[src/rtl/eq_cmp_pkg.sv]
// Shared types and helpers for the eq_cmp_pipe equality checker.
package eq_cmp_pkg;

  localparam int MODE_W = 2;

  typedef enum logic [MODE_W-1:0] {
    EQ  = 2'd0,
    NE  = 2'd1,
    MEQ = 2'd2,
    MNE = 2'd3
  } eq_cmp_mode_e;

  function automatic int lanes(input int width, input int lane_w);
    return width / lane_w;
  endfunction

endpackage

[src/rtl/eq_cmp_lane.sv]
// Combinational LANE_W-bit masked equality compare; masked-off bits always match.
module eq_cmp_lane #(
  parameter int LANE_W = 8
) (
  input  logic [LANE_W-1:0] a,
  input  logic [LANE_W-1:0] b,
  input  logic [LANE_W-1:0] m,
  output logic              eq
);

  always_comb eq = &(~(a ^ b) | ~m);

endmodule

[src/rtl/eq_cmp_pipe.sv]
// Two-stage back-pressured equality checker with saturating statistics and sticky error.
// Optional first-error operand capture enabled by defining EQ_CMP_ERR_CAPTURE_EN.
module eq_cmp_pipe
  import eq_cmp_pkg::*;
#(
  parameter int WIDTH  = 32,
  parameter int LANE_W = 8,
  parameter int CNT_W  = 16
) (
  input  logic              clk,
  input  logic              rst_n,
  input  logic              in_valid,
  output logic              in_ready,
  input  logic [WIDTH-1:0]  in_a,
  input  logic [WIDTH-1:0]  in_b,
  input  logic [WIDTH-1:0]  in_mask,
  input  logic [MODE_W-1:0] in_mode,
  input  logic              in_expect,
  output logic              out_valid,
  input  logic              out_ready,
  output logic              out_result,
  output logic              out_err,
  output logic [CNT_W-1:0]  cmp_count,
  output logic [CNT_W-1:0]  match_count,
  output logic              sticky_err,
  input  logic              clear,
  output logic [WIDTH-1:0]  err_a,
  output logic [WIDTH-1:0]  err_b
);

  localparam int LANES = lanes(WIDTH, LANE_W);

  if (WIDTH % LANE_W != 0) begin : g_width_chk
    $error("eq_cmp_pipe: WIDTH must be a multiple of LANE_W");
  end

  logic s2_load, s1_adv, in_fire, out_fire;

  eq_cmp_mode_e      in_mode_e;
  logic [WIDTH-1:0]  lane_mask;
  logic [LANES-1:0]  lane_eq;

  logic              s1_valid_q, s1_valid_d;
  logic [LANES-1:0]  s1_lane_eq_q, s1_lane_eq_d;
  eq_cmp_mode_e      s1_mode_q, s1_mode_d;
  logic              s1_expect_q, s1_expect_d;
  logic              s1_eq, s1_result;

  logic              s2_valid_q, s2_valid_d;
  logic              s2_result_q, s2_result_d;
  logic              s2_err_q, s2_err_d;

  logic [CNT_W-1:0]  cmp_count_q, cmp_count_d;
  logic [CNT_W-1:0]  match_count_q, match_count_d;
  logic              sticky_q, sticky_d;

  always_comb begin
    s2_load  = !s2_valid_q || out_ready;
    s1_adv   = s1_valid_q && s2_load;
    in_ready = !s1_valid_q || s2_load;
    in_fire  = in_valid && in_ready;
    out_fire = s2_valid_q && out_ready;
  end

  always_comb begin
    in_mode_e = eq_cmp_mode_e'(in_mode);
    lane_mask = (in_mode_e == MEQ || in_mode_e == MNE) ? in_mask : '1;
  end

  for (genvar g = 0; g < LANES; g++) begin : g_lane
    eq_cmp_lane #(.LANE_W(LANE_W)) u_lane (
      .a  (in_a[g*LANE_W +: LANE_W]),
      .b  (in_b[g*LANE_W +: LANE_W]),
      .m  (lane_mask[g*LANE_W +: LANE_W]),
      .eq (lane_eq[g])
    );
  end

  always_comb begin
    s1_eq     = &s1_lane_eq_q;
    s1_result = (s1_mode_q == NE || s1_mode_q == MNE) ? ~s1_eq : s1_eq;
  end

  always_comb begin
    s1_valid_d   = s1_valid_q;
    s1_lane_eq_d = s1_lane_eq_q;
    s1_mode_d    = s1_mode_q;
    s1_expect_d  = s1_expect_q;
    if (in_fire) begin
      s1_valid_d   = 1'b1;
      s1_lane_eq_d = lane_eq;
      s1_mode_d    = in_mode_e;
      s1_expect_d  = in_expect;
    end else if (s1_adv) begin
      s1_valid_d = 1'b0;
    end

    s2_valid_d  = s2_valid_q;
    s2_result_d = s2_result_q;
    s2_err_d    = s2_err_q;
    if (s2_load) s2_valid_d = s1_valid_q;
    // Payload only moves on a real advance so the presented result stays stable while stalled.
    if (s1_adv) begin
      s2_result_d = s1_result;
      s2_err_d    = s1_result ^ s1_expect_q;
    end
  end

  always_comb begin
    cmp_count_d   = cmp_count_q;
    match_count_d = match_count_q;
    sticky_d      = sticky_q;
    if (clear) begin
      cmp_count_d   = '0;
      match_count_d = '0;
      sticky_d      = 1'b0;
    end else if (out_fire) begin
      if (cmp_count_q != '1) cmp_count_d = cmp_count_q + CNT_W'(1);
      if (s2_result_q && (match_count_q != '1)) match_count_d = match_count_q + CNT_W'(1);
      sticky_d = sticky_q | s2_err_q;
    end
  end

  always_ff @(posedge clk or negedge rst_n) begin
    if (!rst_n) begin
      s1_valid_q    <= 1'b0;
      s1_lane_eq_q  <= '0;
      s1_mode_q     <= EQ;
      s1_expect_q   <= 1'b0;
      s2_valid_q    <= 1'b0;
      s2_result_q   <= 1'b0;
      s2_err_q      <= 1'b0;
      cmp_count_q   <= '0;
      match_count_q <= '0;
      sticky_q      <= 1'b0;
    end else begin
      s1_valid_q    <= s1_valid_d;
      s1_lane_eq_q  <= s1_lane_eq_d;
      s1_mode_q     <= s1_mode_d;
      s1_expect_q   <= s1_expect_d;
      s2_valid_q    <= s2_valid_d;
      s2_result_q   <= s2_result_d;
      s2_err_q      <= s2_err_d;
      cmp_count_q   <= cmp_count_d;
      match_count_q <= match_count_d;
      sticky_q      <= sticky_d;
    end
  end

  assign out_valid   = s2_valid_q;
  assign out_result  = s2_result_q;
  assign out_err     = s2_err_q;
  assign cmp_count   = cmp_count_q;
  assign match_count = match_count_q;
  assign sticky_err  = sticky_q;

`ifdef EQ_CMP_ERR_CAPTURE_EN
  logic [WIDTH-1:0] s1_a_q, s1_a_d, s1_b_q, s1_b_d;
  logic [WIDTH-1:0] s2_a_q, s2_a_d, s2_b_q, s2_b_d;
  logic [WIDTH-1:0] err_a_q, err_a_d, err_b_q, err_b_d;
  logic             err_held_q, err_held_d;

  always_comb begin
    s1_a_d     = s1_a_q;
    s1_b_d     = s1_b_q;
    s2_a_d     = s2_a_q;
    s2_b_d     = s2_b_q;
    err_a_d    = err_a_q;
    err_b_d    = err_b_q;
    err_held_d = err_held_q;
    if (in_fire) begin
      s1_a_d = in_a;
      s1_b_d = in_b;
    end
    if (s1_adv) begin
      s2_a_d = s1_a_q;
      s2_b_d = s1_b_q;
    end
    // Clear only re-arms capture; the last captured operands remain visible.
    if (clear) begin
      err_held_d = 1'b0;
    end else if (out_fire && s2_err_q && !err_held_q) begin
      err_held_d = 1'b1;
      err_a_d    = s2_a_q;
      err_b_d    = s2_b_q;
    end
  end

  always_ff @(posedge clk or negedge rst_n) begin
    if (!rst_n) begin
      s1_a_q     <= '0;
      s1_b_q     <= '0;
      s2_a_q     <= '0;
      s2_b_q     <= '0;
      err_a_q    <= '0;
      err_b_q    <= '0;
      err_held_q <= 1'b0;
    end else begin
      s1_a_q     <= s1_a_d;
      s1_b_q     <= s1_b_d;
      s2_a_q     <= s2_a_d;
      s2_b_q     <= s2_b_d;
      err_a_q    <= err_a_d;
      err_b_q    <= err_b_d;
      err_held_q <= err_held_d;
    end
  end

  assign err_a = err_a_q;
  assign err_b = err_b_q;
`else
  assign err_a = '0;
  assign err_b = '0;
`endif

endmodule

[config.mk]
export PLATFORM = sky130hd
export DESIGN_NAME = eq_cmp_pipe
export DESIGN_NICKNAME = d
export VERILOG_FILES = /design/src/rtl/eq_cmp_pkg.sv /design/src/rtl/eq_cmp_lane.sv /design/src/rtl/eq_cmp_pipe.sv
export SDC_FILE = /design/constraint.sdc
export NUM_CORES = 1
export LEC_CHECK = 0
export ABC_CLOCK_PERIOD_IN_PS = 4300
export BUFFER_PORTS_ARGS = -buffer_cell sky130_fd_sc_hd__buf_2
export CAP_MARGIN = 20
export CORE_AREA = 4 4 128 81
export DETAILED_ROUTE_END_ITERATION = 7
export DIE_AREA = 0 0 132 85
export GPL_TIMING_DRIVEN = 1
export PLACE_DENSITY = 0.75
export SLEW_MARGIN = 20
export SYNTH_ARGS = -nofsm -noshare
export SYNTH_HDL_FRONTEND = slang
export SYNTH_SLANG_ARGS = --single-unit
[constraint.sdc]
create_clock -name clk -period 4.3 [get_ports clk]
set_clock_uncertainty 0.15 [all_clocks]
set_input_delay 0.215 -clock clk [delete_from_list [all_inputs] [get_ports clk]]
set_output_delay 0.215 -clock clk [all_outputs]
set_load 0.005 [all_outputs]
==> summary.txt <==
Pwr
  – Leakage power: 1.89 nW
  – PD cells: 256 nW/µm²
  – Maximum vdd drop: 128 µV
  – Final Power: 990 µW

Worst setup path
  – CP required: 4300 ps
  – Critical Path Start Type: flip-flop
  – Setup CP Type: reg -> reg
  – Worst endpoint data arrival time: 2140 ps
  – CP max FO: 7
  – CP endpoint kind: flip-flop

CTS
  – # clock sinks: 43
  – Clk_lat worst skew: 280 ps
  – TritonCTS buffer count: 5
  – Root Driver: clkbuf_16
  – Post-cts resize count: 0
  – Post-CTS setup buffers: 0
  – CTS Buffer Depth: 2
  – Clk slew on worst S/H paths: 60 ps
  – CTS tree: yes
  – H-tree depth: 2

Yosys
  – Mux cell area share after synthesis: 0.0108
  – Fraction of the yosys area taken by sequential cells: 0.343
  – Post-synthesis sequential element count: 43
  – Post-Syn Instances: 358
  – Synth Area in XOR/XNOR: 0.115
  – Largest family of logic cells by synthesized area: simple AND/OR/NAND/NOR gates
  – Synth warnings: 0
  – Adder-Cell Fraction of Synth Area: 0.00799
  – Netlist cell types: 43
  – Post-synthesis simple-gate area fraction: 0.228
  – Synth Area in Compound Gates: 0.129
  – Mapped cell area: 3130 µm²
  – Synthesized area per cell: 8.75 µm²

STA
  – Final slew viol count: 0
  – Min Tclk post-route: 2140 ps
  – Post-route setup slack: 2160 ps
  – Fin crit share: 0.499
  – Max Clock Freq: 0.466 GHz
  – Sum of negative setup slack: 0 ps
  – Slew @ Worst Pin: 873 ps
  – # setup viols final: 0
  – Final hold violation count: 0
  – Slew Limit Headroom: 0.412
  – RSZ-0062 raised after global routing: no

Final layout
  – Commonest non-fill, non-tap cell in the layout: buf_2
  – Layout fillers: 927
  – Final non-filler cell total: 616
  – Utilization after layout: 0.426
  – Most frequent cells in the layout: buf_2 (139), conb_1 (64), dfrtp_1 (43)
  – Total Nets Final: 605
  – Fraction of layout cells with a size suffix above 1: 0.314
  – Area growth syn-to-layout: 23.6%
  – Multi-input logic area: 1780 µm²
  – N_diodes: 0
  – Register area: 1080 µm²

GRT
  – Global router's overall resource usage: 0.151
  – First-pass GRT wire length: 14.0 mm
  – Gr ovfl total: 0
  – Initial antenna violation count: 0
  – Vias in the first global route: 2853
  – Largest net degree at the start of global routing: 44

Detailed routing
  – First DRT Iteration DRCs: 179
  – Drt drc: 0
  – Via count: 2956
  – Initial DRT Pass Iterations: 4
  – Drt wl/cell: 14.5 µm
  – Antenna viol nets, final: 0
  – Routed WL: 8.96 mm
  – Routed vias/inst: 4.80

Worst hold path
  – Worst min path class: in -> reg

Flow run
  – Max cap viols: 0

Floorplan
  – Die area: 11200 µm²
  – Row count: 27
  – I/O pin count: 205
  – Core area: 9090 µm²
  – Height of the die: 85 µm
  – Initial Utilization: 0.345
  – Die Wd: 132 µm

Placement
  – Dpl hpwl: 7.38 mm
  – Dpl ws: 2220 ps
  – RD Place Congestion: 0.851
  – Port Buffer Count: 140
  – Placed insts: 606

Status
  – Status: complete, no violations
-- logic make-up after synthesis --
logic type / Yosys count
AO/OA/AOI/OAI: 67
XOR/XNOR: 41
adder cells (fa/ha/maj): 2
buffers and inverters: 73
flip-flops: 43
multiplexers: 3
other: 1
AND/OR/NAND/NOR: 128
-- report_power, final --
| part | leakage (nW) | switching, mW | total [mW] | internal [mW] |
|---|---|---|---|---|
| combinational | 1.24 | 0.0993 | 0.185 | 0.0855 |
| sequential | 0.583 | 0.0173 | 0.438 | 0.421 |
| clock | 0.0669 | 0.153 | 0.367 | 0.214 |
| total | 1.89 | 0.270 | 0.990 | 0.721 |
-- Yosys cell counts --
master     n  area, µm²
nand3b_1   2       15.0
a211oi_1   2       15.0
nor4_1    12       75.1
nor4b_1    2       17.5
nand2_1   24       90.1
nor3b_1    3       22.5
o31ai_1    5       37.5
nor4bb_1   1       10.0
a21oi_1   26        130
nand4_1   12       75.1
nor4_4     1       21.3
or2_1      1       6.26
a22o_1     2       17.5
nand3_4    1       17.5
buf_2      1       5.00
or3_1      2       12.5
dfrtp_1   43       1080
o22ai_1   16        100
nor4_2     1       12.5
xnor2_1   20        175
a41oi_1    2       17.5
nor3_1     9       45.0
inv_1      1       3.75
a221oi_1   2       17.5
buf_4     64        480
or2b_1     1       7.51
o21a_1     2       15.0
o21ai_0    7       35.0
and4_1     3       26.3
ha_1       2       25.0
mux2_2     3       33.8
and3_4     1       11.3
nand3_1    9       45.0
and3_1     1       6.26
xor2_1    21        184
nor2_1    33        124
a31oi_1    3       18.8
or4_1      5       37.5
conb_1     1       3.75
clkbuf_1   6       22.5
inv_2      1       3.75
nand2b_1   2       12.5
nand4_2    2       25.0
-- final timing paths --
kind	from	endpoint	slack, ps	depth (start not counted)
setup reg to reg	cmp_count[8]	cmp_count[0]	2160	5
setup / recovery	cmp_count[8]	cmp_count[0]	2160	5
max in group asynchronous	rst_n	s1_expect_q	3300	2
min in group asynchronous	rst_n	cmp_count[9]	320	2
hold / removal	in_expect	s1_expect_q	10	2
hold reg to reg	s1_valid_q	out_valid	340	1
-- state kept, by name, indices dropped and copies added (netlist names) --
| name | cells |
|---|---|
| cmp_count | 16 |
| match_count | 16 |
| out_err | 1 |
| out_result | 1 |
| out_valid | 1 |
| s1_expect_q | 1 |
| s1_lane_eq_q | 4 |
| s1_mode_q | 1 |
| s1_valid_q | 1 |
| sticky_err | 1 |
-- critical path, cell delays in order (launching register included) --
cell and delay (ps):
dfrtp_1 450, nand4_1 210, nor4_1 800, nor2_1 160, xnor2_1 190, nor2_1 50
-- through the flow --
| stage | hold slack (ps) | instance area (µm²) |
|---|---|---|
| after floorplan | -231 | 3370 |
| after global placement | 269 | 3710 |
| after detailed placement | 291 | 3710 |
| after CTS | 8.88 | 3870 |
| after global routing | 14.3 | 3870 |
| final | 13.9 | 3870 |
-- final cells by class --
class,instances,area share
inverters,2,0.00194
well taps,116,0.0375
clock buffers,6,0.0333
clock inverters,2,0.00323
multi-input cells,305,0.459
flip-flops and latches,43,0.278
repair buffers,142,0.187
-- routing by layer --
| metal | share of wire | global-route usage | vias up |
|---|---|---|---|
| met4 | 0.0098 | 0.0391 | 0 |
| met3 | 0.080 | 0.0385 | 10 |
| met1 | 0.42 | 0.197 | 1381 |
| met2 | 0.49 | 0.253 | 119 |
| li1 | - | - | 1446 |
| met5 | 0 | 0 | - |
-- what timing repair did --
item,4_1_cts,5_1_grt
endpoints found under the setup margin,0,0
hold endpoints to repair,44,0
hold buffers,2,0
(Power assumes the default switching activity.)
